--- src/rtl/pe_seq_pkg.sv ---
// Shared definitions for the PE dataflow sequencer: state encoding and default group sizes.
package pe_seq_pkg;

  typedef enum logic [2:0] {
    ST_IDLE   = 3'd0,
    ST_LOAD_W = 3'd1,
    ST_LOAD_I = 3'd2,
    ST_DRAIN  = 3'd3,
    ST_OUT    = 3'd4,
    ST_FINISH = 3'd5
  } seq_state_e;

  localparam int DEF_W_GROUP     = 4;
  localparam int DEF_O_GROUP     = 4;
  localparam int DEF_I_GROUP     = DEF_W_GROUP + DEF_O_GROUP - 1;
  localparam int DEF_BLOCK_COUNT = 4;
  localparam int DEF_CNT_W       = 3;
  localparam int DEF_PIPE_LAT    = 2;

endpackage

--- src/rtl/seq_beat_counter.sv ---
// Clearable up-counter with terminal-value compare; never wraps on its own.
module seq_beat_counter #(
  parameter int CNT_W = 3
) (
  input  logic             clk,
  input  logic             aclr_n,
  input  logic             clr_i,
  input  logic             inc_i,
  input  logic [CNT_W-1:0] term_i,
  output logic [CNT_W-1:0] cnt_o,
  output logic             at_term_o
);

  logic [CNT_W-1:0] cnt_q, cnt_d;

  always_comb begin
    cnt_d = cnt_q;
    if (clr_i) begin
      cnt_d = '0;
    end else if (inc_i) begin
      cnt_d = cnt_q + CNT_W'(1);
    end
  end

  always_ff @(posedge clk or negedge aclr_n) begin
    if (!aclr_n) begin
      cnt_q <= '0;
    end else begin
      cnt_q <= cnt_d;
    end
  end

  assign cnt_o     = cnt_q;
  assign at_term_o = (cnt_q == term_i);

endmodule

--- src/rtl/pe_dataflow_sequencer.sv ---
// Tile sequencer: weight load, BLOCK_COUNT x (input stream, drain, unload), done pulse.
// Define PE_SEQ_WEIGHT_RELOAD_EN to reload weights before every block.
module pe_dataflow_sequencer
  import pe_seq_pkg::*;
#(
  parameter int W_GROUP     = DEF_W_GROUP,
  parameter int O_GROUP     = DEF_O_GROUP,
  parameter int I_GROUP     = DEF_I_GROUP,
  parameter int BLOCK_COUNT = DEF_BLOCK_COUNT,
  parameter int CNT_W       = DEF_CNT_W,
  parameter int PIPE_LAT    = DEF_PIPE_LAT
) (
  input  logic             clk,
  input  logic             aclr_n,
  input  logic             sclr,
  input  logic             start,
  output logic             busy,
  output logic             done,
  input  logic             w_valid,
  output logic             w_ready,
  input  logic             i_valid,
  output logic             i_ready,
  output logic             o_valid,
  input  logic             o_ready,
  output logic             en_w,
  output logic             en_i,
  output logic             en_o_in,
  output logic             en_o_out,
  output logic [CNT_W-1:0] block_idx
);

  localparam logic [CNT_W-1:0] W_TERM = CNT_W'(W_GROUP - 1);
  localparam logic [CNT_W-1:0] I_TERM = CNT_W'(I_GROUP - 1);
  localparam logic [CNT_W-1:0] O_TERM = CNT_W'(O_GROUP - 1);
  localparam logic [CNT_W-1:0] D_TERM = CNT_W'(PIPE_LAT - 1);
  localparam logic [CNT_W-1:0] B_TERM = CNT_W'(BLOCK_COUNT - 1);
  localparam logic [CNT_W-1:0] O_LIM  = CNT_W'(O_GROUP);

`ifdef PE_SEQ_WEIGHT_RELOAD_EN
  localparam seq_state_e NEXT_BLOCK_ST = ST_LOAD_W;
`else
  localparam seq_state_e NEXT_BLOCK_ST = ST_LOAD_I;
`endif

  seq_state_e       state_q, state_d;

  logic [CNT_W-1:0] beat_cnt, beat_term;
  logic             beat_at_term, beat_inc, beat_clr, beat_last;
  logic             blk_at_term, blk_inc, blk_clr;

  // The beat counter doubles as the drain timer: DRAIN never overlaps a handshake state.
  always_comb begin
    beat_term = W_TERM;
    case (state_q)
      ST_LOAD_I: beat_term = I_TERM;
      ST_DRAIN:  beat_term = D_TERM;
      ST_OUT:    beat_term = O_TERM;
      default:   beat_term = W_TERM;
    endcase
  end

  assign beat_inc  = en_w | en_i | en_o_out | (state_q == ST_DRAIN);
  assign beat_last = beat_inc & beat_at_term;
  assign beat_clr  = sclr | beat_last | (state_q == ST_IDLE);

  assign blk_inc = (state_q == ST_OUT) & beat_last & ~blk_at_term;
  assign blk_clr = sclr | (state_q == ST_IDLE) | (state_q == ST_FINISH);

  seq_beat_counter #(.CNT_W(CNT_W)) u_beat_cnt (
    .clk       (clk),
    .aclr_n    (aclr_n),
    .clr_i     (beat_clr),
    .inc_i     (beat_inc),
    .term_i    (beat_term),
    .cnt_o     (beat_cnt),
    .at_term_o (beat_at_term)
  );

  seq_beat_counter #(.CNT_W(CNT_W)) u_block_cnt (
    .clk       (clk),
    .aclr_n    (aclr_n),
    .clr_i     (blk_clr),
    .inc_i     (blk_inc),
    .term_i    (B_TERM),
    .cnt_o     (block_idx),
    .at_term_o (blk_at_term)
  );

  always_ff @(posedge clk or negedge aclr_n) begin
    if (!aclr_n) begin
      state_q <= ST_IDLE;
    end else begin
      state_q <= state_d;
    end
  end

  always_comb begin
    state_d = state_q;
    if (sclr) begin
      state_d = ST_IDLE;
    end else begin
      case (state_q)
        ST_IDLE:   if (start)     state_d = ST_LOAD_W;
        ST_LOAD_W: if (beat_last) state_d = ST_LOAD_I;
        ST_LOAD_I: if (beat_last) state_d = ST_DRAIN;
        ST_DRAIN:  if (beat_last) state_d = ST_OUT;
        ST_OUT:    if (beat_last) state_d = blk_at_term ? ST_FINISH : NEXT_BLOCK_ST;
        ST_FINISH: state_d = ST_IDLE;
        default:   state_d = ST_IDLE;
      endcase
    end
  end

  // Enables follow the partner handshake combinationally so they fire in the accepting cycle.
  always_comb begin
    busy     = 1'b0;
    done     = 1'b0;
    w_ready  = 1'b0;
    i_ready  = 1'b0;
    o_valid  = 1'b0;
    en_w     = 1'b0;
    en_i     = 1'b0;
    en_o_in  = 1'b0;
    en_o_out = 1'b0;
    case (state_q)
      ST_LOAD_W: begin
        busy    = 1'b1;
        w_ready = 1'b1;
        en_w    = w_valid;
      end
      ST_LOAD_I: begin
        busy    = 1'b1;
        i_ready = 1'b1;
        en_i    = i_valid;
        en_o_in = i_valid & (beat_cnt < O_LIM);
      end
      ST_DRAIN: begin
        busy = 1'b1;
      end
      ST_OUT: begin
        busy     = 1'b1;
        o_valid  = 1'b1;
        en_o_out = o_ready;
      end
      ST_FINISH: begin
        busy = 1'b1;
        done = 1'b1;
      end
      default: ;
    endcase
  end

endmodule

--- config.mk ---
export PLATFORM = sky130hd
export DESIGN_NAME = pe_dataflow_sequencer
export DESIGN_NICKNAME = d
export VERILOG_FILES = /design/src/rtl/pe_seq_pkg.sv /design/src/rtl/seq_beat_counter.sv /design/src/rtl/pe_dataflow_sequencer.sv
export SDC_FILE = /design/constraint.sdc
export NUM_CORES = 1
export LEC_CHECK = 0
export BUFFER_PORTS_ARGS = -buffer_cell sky130_fd_sc_hd__buf_2
export CORE_AREA = 2 2 41 58
export DETAILED_ROUTE_END_ITERATION = 8
export DIE_AREA = 0 0 43 60
export PLACE_DENSITY_LB_ADDON = 0.2
export SETUP_SLACK_MARGIN = 0.2
export SLEW_MARGIN = 20
export SYNTH_ARGS = -nofsm -noshare
export SYNTH_HDL_FRONTEND = slang
export SYNTH_SLANG_ARGS = --single-unit
--- constraint.sdc ---
create_clock -name clk -period 3.5 [get_ports clk]
set_clock_uncertainty 0.2 [all_clocks]
set_input_delay 0.175 -clock clk [delete_from_list [all_inputs] [get_ports clk]]
set_output_delay 0.175 -clock clk [all_outputs]
set_load 0.02 [all_outputs]
==> impl_metrics.ini <==
[floorplan]
boundaryPins = 19
num_rows = 20
die_h_um = 60
die-area_um2 = 2580
core-area_um2 = 2102
die_x_um = 43
start_util_pct = 36.96

[setup_path]
path_cells = and4bb_2 -> a211oi_4 -> a2111oi_4 -> mux2i_1 -> nor2_1
crit_start = state_q[0]
cp_slowest_cell = dfrtp_1
endpoint_kind = register
cp.required_ns = 3.43
critical_path_depth = 5
r2r-start = state_q[0]
crit_arrival_ns = 2.04
cpPeakStageDelay_ns = 0.54
critPathTopFamily = flip-flops
ff2ff_setup_slack_ns = 1.39
regToRegEndpoint = u_block_cnt.cnt_o[1]
rr_worst_depth = 5
critical_path_class = register to register
cp-start-kind = register
cp-endpoint = u_block_cnt.cnt_o[1]
worstPathMaxFanout = 17
critical_path_buf_inv_count = 0

[finish]
utilization_pct = 43.15
drive_gt1_share_pct = 30.10
design_area_um2 = 907.1
area_growth_pct = 16.75
fin_cells = 125
nets = 114
diodes = 0

[place]
routabilityCongestion = 0.7848
place_area_um2 = 870.8
placedCellCount = 120
dp_hpwl_um = 1262
port_buffers = 18

[route]
first_pass_iters = 4
drt-initial-drc-count = 11
routed_wl_um = 1614
viasPerCell = 5.360
drc = 0
wl_per_cell_um = 12.91
postRouteAntennaNets = 0
num_vias = 670

[pwr]
power_leakage_nw = 0.4304
vdd_drop_max_mv = 0.1742
design_power_total_w = 0.0002966
p_comb_share_pct = 32.1
clockPowerShare_pct = 26.0
intPower_w = 0.0001955
p_sw_w = 0.0001011
pwr_density_cell_nw_per_um2 = 327.0
swShare_pct = 34.09
seq_power_share_pct = 41.9

[cts]
clock_latency_ns = 0.25
cts-resized-gates = 0
cts_max_level = 1
cts_tree = built
cts_setup_buffers = 0
clk_pin_slew_ns = 0.06
cts.sinks = 9
cts_root_buffer = clkbuf_4
cts_buffers = 3
cts_hold_buf = 1
clockBufferDepth = 2

[global_routing]
gr-usage-all-layers_pct = 14.17
met1_usage_pct = 15.01
grt-busiest-layer = met2
grt.overflow.total = 0
grt_max_degree = 18
grt_pass1_vias = 669
met3_usage_pct = 2.115
grt_pass1_wl_um = 2766
grt_antenna_before_repair = 0
grtUsageMet2_pct = 25.97

[timing]
finalSetupViolations = 0
finalCritPeriodShare_pct = 60.32
worst_pin_slew_ns = 0.4692
period_minus_slack_ns = 2.111
hold_viol = 0
max_slew_margin_pct = 68.72
slew_violations = 0
tns_ns = 0
rsz0062_at_grt = false
fmax_mhz = 473.7

[yosys]
ys_seq_area_share_pct = 28.99
synth.ff_latch_count = 9
yosys.cell_types.count = 43
synth_area_per_cell_um2 = 9.361
syn-num-nets = 93
synth_area_um2 = 777.0
netlist_instances = 83
yosysWarnings = 0

[status]
outcome = finished clean

[min_path]
hold_class = primary input to register

[job]
drv_cap = 0
## per-layer routing
layer / part of all wire [%] / up-vias
li1: - / 340
met5: 0 / -
met4: 1.4 / 0
met3: 5.0 / 4
met1: 44 / 310
met2: 49 / 16
## cells in the mapped netlist
cell	instances	area, µm²
a21oi_1	5	25.02
a211o_1	1	8.760
buf_4	1	7.510
and3b_1	1	8.760
xor2_1	1	8.760
nor2_1	8	30.03
o32ai_1	1	8.760
a211oi_4	1	20.02
or2_4	1	8.760
ha_1	3	37.54
and3b_2	1	10.01
nor2b_1	3	18.77
o21ai_2	1	8.760
buf_6	1	11.26
o21bai_1	1	7.510
nor3_1	1	5.000
dfrtp_1	9	225.2
and2b_1	1	7.510
a211oi_1	1	7.510
buf_2	1	5.000
a22oi_1	1	7.510
or2b_1	2	15.01
and4bb_1	1	12.51
o21ai_1	1	5.000
mux2i_1	2	20.02
nand2b_1	3	18.77
nor3b_1	2	15.01
or3_1	2	12.51
o31ai_1	1	7.510
nand2_1	7	26.28
and2_1	4	25.02
and2b_2	1	8.760
a31oi_1	1	6.260
a22o_1	1	8.760
o221a_2	1	11.26
and4bb_2	1	12.51
a211oi_2	1	12.51
inv_1	2	7.510
and4bb_4	1	16.27
xnor2_1	1	8.760
or2_1	1	6.260
a2111oi_4	1	27.53
nand3b_1	2	15.01
## registers in the layout (all words and copies together), names as in the netlist
| register | flops |
|---|---|
| u_beat_cnt.cnt_o | 3 |
| state_q | 3 |
| u_block_cnt.cnt_o | 3 |
## power groups by stage
stage	Combinational [W]	Clock, W	Sequential, W
after floorplan	0.0000820	0	0.000115
final	0.0000952	0.0000772	0.000124
after detailed placement	0.0000948	0	0.000126
after global placement	0.0000947	0	0.000126
after CTS	0.0000963	0.0000794	0.000124
after global routing	0.000105	0.0000881	0.000126
## logic make-up after synthesis
logic type | after synthesis | synth area share (%)
compound gates | 19 | 22.22
xor+xnor | 2 | 2.255
fa+ha+maj | 3 | 4.831
buf+inv | 5 | 4.026
flops | 9 | 28.99
mux | 2 | 2.577
simple gates | 43 | 35.10
## cell type report
type                       instances  area, µm²
multi-input combinational         69      520.5
tap                               22      27.53
sequential                         9      225.2
timing repair buffer              19      100.1
clock buffer                       4      26.28
inverter                           2      7.507
fill                             231       1195
## how the worst min path moves through the flow
stage	from	to	slack, ns	depth (start not counted)
floorplan	aclr_n	state_q[0]	-0.32	0
global placement	aclr_n	state_q[2]	-0.17	1
detailed placement	aclr_n	state_q[2]	-0.16	1
CTS	sclr	state_q[2]	0.02	2
global route	sclr	state_q[2]	0.01	2
finish	sclr	state_q[2]	0.02	2
## layout by cell type, fill, tap and decap left out, types with 2 or more instances in the layout
cell type	count
mux2i_1	2
nor2b_1	3
clkbuf_4	3
and2_1	4
a21oi_1	5
or3_1	2
nand2_1	7
nand2b_1	3
or2b_1	2
inv_1	2
ha_1	3
dfrtp_1	9
nand3b_1	2
nor2_1	8
nor3b_1	2
buf_2	18
## metrics by stage
| step | hold slack (ns) | setup WS [ns] |
|---|---|---|
| floorplan | -0.3206 | 1.485 |
| global placement | -0.1656 | 1.451 |
| detailed placement | -0.1644 | 1.428 |
| CTS | 0.01551 | 1.406 |
| global route | 0.01196 | 1.293 |
| finish | 0.01820 | 1.389 |
## worst reg2reg max path, cell delays in order (launching register included)
cell and delay, ns:
dfrtp_1 0.54, and4bb_2 0.43, a211oi_4 0.08, a2111oi_4 0.46
mux2i_1 0.23, nor2_1 0.05
Note: power is estimated with default switching activity, not from simulation.
